## config.mk

```make
export PLATFORM = sky130hd
export DESIGN_NAME = mem_access_unit
export DESIGN_NICKNAME = d
export VERILOG_FILES = /design/src/rtl/mem_access_pkg.sv /design/src/rtl/mem_lane_fmt.sv /design/src/rtl/mem_access_unit.sv
export SDC_FILE = /design/constraint.sdc
export NUM_CORES = 1
export LEC_CHECK = 0
export ABC_AREA = 1
export CORE_MARGIN = 2
export CORE_UTILIZATION = 30
export CTS_CLUSTER_DIAMETER = 200
export DETAILED_ROUTE_END_ITERATION = 7
export GPL_TIMING_DRIVEN = 1
export PLACE_DENSITY_LB_ADDON = 0.15
export REMOVE_ABC_BUFFERS = 1
export SLEW_MARGIN = 0
export SYNTH_ARGS = -nofsm -noshare
export SYNTH_HDL_FRONTEND = slang
export SYNTH_SLANG_ARGS = --single-unit
```

## constraint.sdc

```tcl
create_clock -name iCLK -period 2 [get_ports iCLK]
set_input_delay 0.4 -clock iCLK [delete_from_list [all_inputs] [get_ports iCLK]]
set_output_delay 0.4 -clock iCLK [all_outputs]
set_load 0.005 [all_outputs]
```

## src/rtl/mem_access_pkg.sv

```systemverilog
// Shared types and constants for the LEGv8 load/store sequencer.
package mem_access_pkg;

  typedef enum logic [1:0] {
    SZ_B = 2'b00,
    SZ_H = 2'b01,
    SZ_W = 2'b10,
    SZ_D = 2'b11
  } size_e;

  typedef enum logic [2:0] {
    ST_IDLE,
    ST_ACC_LO,
    ST_ACC_HI,
    ST_RCAP,
    ST_DONE
  } state_e;

  localparam int WORD_BYTES = 4;
  localparam int HI_OFFSET  = 4;

endpackage

```

## src/rtl/mem_lane_fmt.sv

```systemverilog
// Lane formatting for the 32-bit data memory port: byte enables, store lane
// placement, and load extraction with zero/sign extension.
module mem_lane_fmt
  import mem_access_pkg::*;
#(
  parameter int DATA_W = 64
) (
  input  size_e                 size,
  input  logic [1:0]            offset,
  input  logic                  is_signed,
  input  logic                  hi_word,
  input  logic [DATA_W-1:0]     store_data,
  input  logic [31:0]           read_word,
  input  logic [31:0]           lo_word,
  output logic [WORD_BYTES-1:0] byte_en,
  output logic [31:0]           write_word,
  output logic [DATA_W-1:0]     load_data
);

  logic [4:0]  shamt;
  logic [31:0] shifted_rd;

  assign shamt      = {offset, 3'b000};
  assign shifted_rd = read_word >> shamt;

  always_comb begin
    byte_en    = '1;
    write_word = store_data[31:0];
    load_data  = '0;
    case (size)
      SZ_B: begin
        byte_en    = WORD_BYTES'(1) << offset;
        write_word = {24'b0, store_data[7:0]} << shamt;
        load_data  = {{(DATA_W-8){is_signed & shifted_rd[7]}}, shifted_rd[7:0]};
      end
      SZ_H: begin
        byte_en    = WORD_BYTES'(3) << offset;
        write_word = {16'b0, store_data[15:0]} << shamt;
        load_data  = {{(DATA_W-16){is_signed & shifted_rd[15]}}, shifted_rd[15:0]};
      end
      SZ_W: begin
        load_data  = {{(DATA_W-32){is_signed & shifted_rd[31]}}, shifted_rd};
      end
      SZ_D: begin
        // The high word arrives last, so read_word is the upper half here.
        write_word = hi_word ? store_data[63:32] : store_data[31:0];
        load_data  = DATA_W'({read_word, lo_word});
      end
      default: ;
    endcase
  end

endmodule

```

## src/rtl/mem_access_unit.sv

```systemverilog
// Load/store sequencer between the LEGv8 datapath and a 32-bit data memory.
// Define MEM_ACCESS_FAULT_EN to enable alignment/illegal-request faults.
module mem_access_unit
  import mem_access_pkg::*;
#(
  parameter int ADDR_W = 64,
  parameter int DATA_W = 64
) (
  input  logic                  iCLK,
  input  logic                  iRST,
  input  logic                  iMemRead,
  input  logic                  iMemWrite,
  input  logic [1:0]            iSize,
  input  logic                  iSigned,
  input  logic [ADDR_W-1:0]     iAddress,
  input  logic [DATA_W-1:0]     iStoreData,
  input  logic [DATA_W-1:0]     wReadData,
  output logic                  wReadEnable,
  output logic                  wWriteEnable,
  output logic [WORD_BYTES-1:0] wByteEnable,
  output logic [ADDR_W-1:0]     wAddress,
  output logic [DATA_W-1:0]     wWriteData,
  output logic [DATA_W-1:0]     oLoadData,
  output logic                  oStall,
  output logic                  oDone,
  output logic                  oFault
);

  state_e              state_q, state_d;
  size_e               size_q, req_size;
  logic                signed_q, write_q;
  logic [ADDR_W-1:0]   addr_q, req_addr, word_addr;
  logic [DATA_W-1:0]   data_q;
  logic [31:0]         lo_q;
  logic                req, req_write, illegal, hi_sel;
  logic [WORD_BYTES-1:0] fmt_be;
  logic [31:0]         fmt_wr;
  logic [DATA_W-1:0]   fmt_load;
  logic                unused_read;

  assign req         = iMemRead | iMemWrite;
  assign req_size    = size_e'(iSize);
  assign req_write   = iMemWrite;
  assign word_addr   = {addr_q[ADDR_W-1:2], 2'b00};
  assign hi_sel      = (state_q == ST_ACC_HI);
  assign oStall      = ~iRST & req & (state_q != ST_DONE);
  assign unused_read = ^wReadData[DATA_W-1:32];

`ifdef MEM_ACCESS_FAULT_EN
  logic fault_q;

  always_comb begin
    illegal  = iMemRead & iMemWrite;
    req_addr = iAddress;
    case (req_size)
      SZ_H:       illegal = illegal | iAddress[0];
      SZ_W, SZ_D: illegal = illegal | (|iAddress[1:0]);
      default: ;
    endcase
  end

  always_ff @(posedge iCLK) begin
    if (iRST) begin
      fault_q <= 1'b0;
    end else if (state_q == ST_IDLE && req) begin
      fault_q <= illegal;
    end
  end

  assign oFault = (state_q == ST_DONE) & fault_q;
`else
  // Without fault checking, misaligned addresses are forced to natural alignment.
  always_comb begin
    illegal  = 1'b0;
    req_addr = iAddress;
    case (req_size)
      SZ_H:       req_addr[0]   = 1'b0;
      SZ_W, SZ_D: req_addr[1:0] = 2'b00;
      default: ;
    endcase
  end

  assign oFault = 1'b0;
`endif

  always_ff @(posedge iCLK) begin
    if (iRST) begin
      state_q   <= ST_IDLE;
      size_q    <= SZ_B;
      signed_q  <= 1'b0;
      write_q   <= 1'b0;
      addr_q    <= '0;
      data_q    <= '0;
      lo_q      <= '0;
      oLoadData <= '0;
    end else begin
      state_q <= state_d;
      if (state_q == ST_IDLE && req) begin
        size_q   <= req_size;
        signed_q <= iSigned;
        write_q  <= req_write;
        addr_q   <= req_addr;
        data_q   <= iStoreData;
        if (illegal && iMemRead) oLoadData <= '0;
      end
      if (state_q == ST_ACC_HI) lo_q <= wReadData[31:0];
      if (state_q == ST_RCAP) oLoadData <= fmt_load;
    end
  end

  // Memory strobes are gated by reset so an abort never issues a stray access.
  always_comb begin
    state_d      = state_q;
    wReadEnable  = 1'b0;
    wWriteEnable = 1'b0;
    wByteEnable  = '0;
    wAddress     = '0;
    wWriteData   = '0;
    oDone        = 1'b0;
    case (state_q)
      ST_IDLE: begin
        if (req) state_d = illegal ? ST_DONE : ST_ACC_LO;
      end
      ST_ACC_LO: begin
        wAddress     = word_addr;
        wByteEnable  = fmt_be;
        wReadEnable  = ~write_q & ~iRST;
        wWriteEnable = write_q & ~iRST;
        if (write_q) wWriteData = {{(DATA_W-32){1'b0}}, fmt_wr};
        if (size_q == SZ_D) state_d = ST_ACC_HI;
        else                state_d = write_q ? ST_DONE : ST_RCAP;
      end
      ST_ACC_HI: begin
        wAddress     = word_addr + ADDR_W'(HI_OFFSET);
        wByteEnable  = fmt_be;
        wReadEnable  = ~write_q & ~iRST;
        wWriteEnable = write_q & ~iRST;
        if (write_q) wWriteData = {{(DATA_W-32){1'b0}}, fmt_wr};
        state_d = write_q ? ST_DONE : ST_RCAP;
      end
      ST_RCAP: state_d = ST_DONE;
      ST_DONE: begin
        oDone   = 1'b1;
        state_d = ST_IDLE;
      end
      default: state_d = ST_IDLE;
    endcase
  end

  mem_lane_fmt #(.DATA_W(DATA_W)) u_fmt (
    .size       (size_q),
    .offset     (addr_q[1:0]),
    .is_signed  (signed_q),
    .hi_word    (hi_sel),
    .store_data (data_q),
    .read_word  (wReadData[31:0]),
    .lo_word    (lo_q),
    .byte_en    (fmt_be),
    .write_word (fmt_wr),
    .load_data  (fmt_load)
  );

endmodule

```

# Word-level counts from Yosys, hierarchy flattened
# Index checks and enable logic that the tools add are counted.
# totals
register_bits,231
latchBits,0
ram_bits,0
romBits,0
in_bits,199
output_inout_bits,201
word_cells,59
memories,0
# classes
add_sub_neg,1
mul,0
div_mod_pow,0
n_lt_le_gt_ge,0
eq_ne,12
shift,5
mux,17
bitwise_logic,10
reduce_logical,6
# ops
operator,n
$pmux 64 s4,1
$pmux 64 s2,1
$mux 32,3
$pmux 32 s3,1
$add 64x3->64 const B,1
$shl 16x5->32,1
$shl 8x5->32,1
$shr 32x5->32,1
$pmux 3 s4,1
$mux 3,3
$eq 2x2->1 const B,4
$pmux 4 s2,1
$and 1x1->1,7
$eq 3x2->1 const B,2
$mux 1,5
$eq 2x1->1 const B,2
$mux 4,1
$reduce_or 2->1,2
$shl 1x2->4 const A,1
$shl 2x2->4 const A,1
$eq 3x1->1 const B,1
$eq 3x3->1 const B,1
$logic_not 3->1,1
$ne 3x3->1 const B,1
other kinds (6),7

# Longest topological paths before layout
# depth
ltp_word,5
depth_mapped,11
ltp_nobuf,11

# Hierarchy
# From an unflattened synthesis, not the netlist that was laid out.
# hier_totals
cells_unflattened,2280
area_unflattened_um2,13877.1
# modules_own_cells
module,instances,cells_per_inst,area_per_inst_um2,seq_area_each_um2
mem_access_unit,1,1707,11130.7,4624.4
mem_lane_fmt,1,573,2746.4,0.0

# Least setup slack after synthesis
# Ideal clock, no wire load.
# synth_timing
path_kind,register to output
startpoint,register addr_q[2]
endpoint,output port wAddress[38]
arrival_time_ps,1556
required_ps,1600
path_slack_ps,44
stages_incl_launch_ff,10
n_path_buf,0
cell_sequence,dfxtp_1 > ha_1 > nand2_1 > nor2_2 > nand2_2 > nor2_8 > nand2_4 > nor3_4 > nor2_1 > nor2_1
# synth_between
elab_chain_cells,2
# synth_rtl
element,line,text
start: declaration,mem_access_unit.sv:32,"logic [ADDR_W-1:0] addr_q, req_addr, word_addr;"
start signal: assignment,mem_access_unit.sv:102,addr_q <= req_addr;
$add 64x3->64,mem_access_unit.sv:134,wAddress = word_addr + ADDR_W'(HI_OFFSET);
$pmux 64 s2,mem_access_unit.sv:120,case (state_q)
end: declaration,mem_access_unit.sv:21,"output logic [ADDR_W-1:0] wAddress,"
# Every way passes these cells.

# Worst setup path in the final report
# layout_timing
startpoint,register addr_q[2]
endpoint,output port wAddress[18]
# The elaborated chain is that of the path after synthesis.

==> reports/metrics.yaml <==
power_and_ir_drop:
  irDropWorstVdd_mv: 0.844
  power.density_mw_per_mm2: 1210
  leakage_nw: 10.4
route:
  firstDrtPassIters: 5
  wirelength_mm: 64.7
  vias: 16900
  detail_route.wl_per_cell_um: 19.2
  postRouteAntennaNets: 0
  routed_via_density: 5.01
  first_iter_violations: 1115
  route.detailed.drc: 0
final_layout:
  final_nets: 2961
  num_antenna_cells: 0
  final_core_utilization_pct: 53.7
  finalNonFillerCells: 3370
  drive_gt1_share_pct: 38.6
  stdcell_area_sq_mm: 0.0237
  synthToLayoutAreaGrowth_pct: 76.4
sta:
  fin_tns_setup_ns: -49.63
  rsz0062_at_grt: "true"
  setup_viol: 100
  finalWorstSetupSlack_ns: -0.668
  final.period_utilization_pct: 133
  tightestPinTransition_ns: 0.512
  timing.hold.ws_ns: 0.177
  fin_crit_ns: 2.67
  finalHoldViolations: 0
  slew_headroom_pct: 65.9
  final.setup_skew_ns: 0.00841
  maxSlewViolCount: 0
  fmax_mhz: 375
global_route:
  grt_pass1_vias: 16500
  grt_max_degree: 73
  grt_pass1_wl_mm: 96.6
  gr-usage-all-layers_pct: 26.4
  overflow: 0
  top_usage_layer: "met2"
  grt_util_met3_pct: 3.57
  antenna_found_initial: 0
  grt_use_met2_pct: 44.1
  use_met1_pct: 35.5
critical_path:
  end_kind: "primary output"
  crit_type: "reg2out"
  worst_setup_path_start_kind: "flop"
  cp_max_fo: 3
  crit_required_ns: 1.60
  crit_path_frequent_cell: "buf_6"
  max_stage_delay_ns: 0.37
  crit_chain: "ha_4 -> nand2_4 -> nor2_4 -> nand2_4 -> nor2_8 -> buf_6 -> buf_6 -> a21oi_4 -> a211oi_4 -> buf_6"
  critPathTopFamily: "simple AND/OR/NAND/NOR gates"
  worst-path-buf-inv: 3
  cp_slowest_cell: "dfxtp_4"
  cp.arrival_ns: 2.27
synthesis:
  syn-cell-area_sq_mm: 0.0135
  yosysTopAreaCell: "dfxtp_1"
  ys_types: 50
  synth-async-reset-ratio_pct: 0
  yosys-top-cells-count: "nand2_1, nor2_1, o21ai_0"
  synth_seq_cells: 231
  synth_edf_count: 0
  synth_top_cells_by_area: "dfxtp_1, nand2_1, o21ai_0"
  synth_ff_type: "dfxtp_1"
  yosysMostFrequentCell: "nand2_1"
  syn-instance-count: 2106
  yosysSeqAreaShare_pct: 34.4
  ys_warn_count: 0
  yosysTopAreaCellShare_pct: 34.4
  syn_area_per_cell_sq_um: 6.39
clocking:
  cts_max_path_buffers: 3
  clkSinkCount: 231
  ctsHoldBuffers: 0
  clkTransAtPathRegs_ns: 0.06
  cts_root_buf: "clkbuf_16"
  numCtsBuffers: 29
  insertion_delay_ns: 0.58
  tritoncts: "built"
  h-tree-depth: 1
run_status:
  violations: "negative setup slack"
  status: "complete, but fails checks"
placement:
  place_inst: 3180
  gp_congestion: 0.926
  place_hpwl_mm: 44.3
  post_dp_cell_area_sq_mm: 0.0190
  place.port_buffers: 332
die:
  die_w_um: 216
  num_rows: 77
  coreArea_sq_mm: 0.0442
  io_pins: 400
  die_h_um: 216
  start_util_pct: 30.4
  dieArea_sq_mm: 0.0466
hold_path:
  hp-class: "in2reg"
job:
  drv_cap: 0
[where the power goes]
group | switching (W) | leakage [nW] | internal, W
combinational | 0.00851 | 8.03 | 0.00728
clock | 0.00219 | 0.453 | 0.00303
sequential | 0.00142 | 1.93 | 0.00632
[worst register-to-register path: stages, from the launching register on]
cell	delay, ns
dfxtp_4	0.37
buf_6	0.12
nor2_4	0.09
inv_2	0.05
buf_4	0.14
nor3_4	0.20
inv_6	0.10
buf_12	0.17
buf_4	0.17
a21oi_1	0.38
[placed cells by master, fill, tap and decap left out, types with 6 or more instances in the layout]
cell	instances
nand2_2	75
nand3_4	6
nor2_4	69
nand3_2	40
inv_1	146
a31oi_1	14
buf_6	114
buf_12	38
nor3_2	7
o21ai_0	199
clkdlybuf4s50_1	229
a21oi_4	12
o211ai_1	21
conb_1	35
or2_2	6
nor2_1	228
dfxtp_1	170
buf_2	89
and2_4	6
inv_4	7
buf_4	259
a21oi_2	25
nor2_2	40
buf_8	11
nand4_1	18
nand2_1	295
o21ai_1	69
buf_16	8
dfxtp_2	17
nand3_1	92
a21oi_1	166
nand2_4	45
o22ai_2	6
clkbuf_8	7
clkbuf_16	30
dfxtp_4	44
o21ai_2	48
inv_2	14
[area by class of cell]
class / instances / area, sq um
fill: 4220 / 20500
clock buffer: 41 / 841
sequential: 231 / 4810
clock inverter: 7 / 77.6
multi-input combinational: 1572 / 9360
timing repair buffer: 755 / 7200
tap: 592 / 741
inverter: 172 / 701
[stage by stage]
step | setup slack [ns] | power, W
floorplan | -1.70 | 0.0119
global placement | -0.683 | 0.0188
detailed placement | -0.676 | 0.0189
CTS | -0.660 | 0.0273
global route | -0.729 | 0.0304
finish | -0.668 | 0.0288
[worst paths after layout]
check                                 from      endpoint  slack [ns]  cells after the start
worst min-delay path                  iRST    state_q[1]        0.18                      2
worst max-delay path             addr_q[2]  wAddress[18]       -0.67                     10
worst max register to register  state_q[1]    addr_q[41]        0.08                      9
worst min register to register    lo_q[11]      lo_q[11]        0.45                      2
[cells by family after synthesis]
group                      synth area share, %
DFF                                       34.4
xor gates and xnor gates                 0.521
other                                   0.0279
AOI/OAI and AO/OA                         22.9
buffers and inverters                     12.5
and+or+nand+nor                           29.5
adders and majority gates               0.0930
[what timing repair did]
| action | in CTS | in global routing |
|---|---|---|
| endpoints found under the setup margin | 107 | 134 |
| cloned | 10 | 1 |
| hold endpoints to repair | 0 | 0 |
| resized for setup | 1029 | 284 |
| setup buffers | 106 | 50 |
| pin swaps | 149 | 141 |
[layer usage]
layer | part of all wire [%] | wire length, um
met3 | 5.8 | 3780
met1 | 44 | 28300
met4 | 3.4 | 2190
met5 | 0 | 0
met2 | 47 | 30500
[sequential cells by signal, indices dropped and copies added, names as in the netlist]
register,count
oLoadData,64
addr_q,64
write_q,1
data_q,64
signed_q,1
lo_q,32
state_q,3
size_q,2
Power figures use the tool's default switching activity.
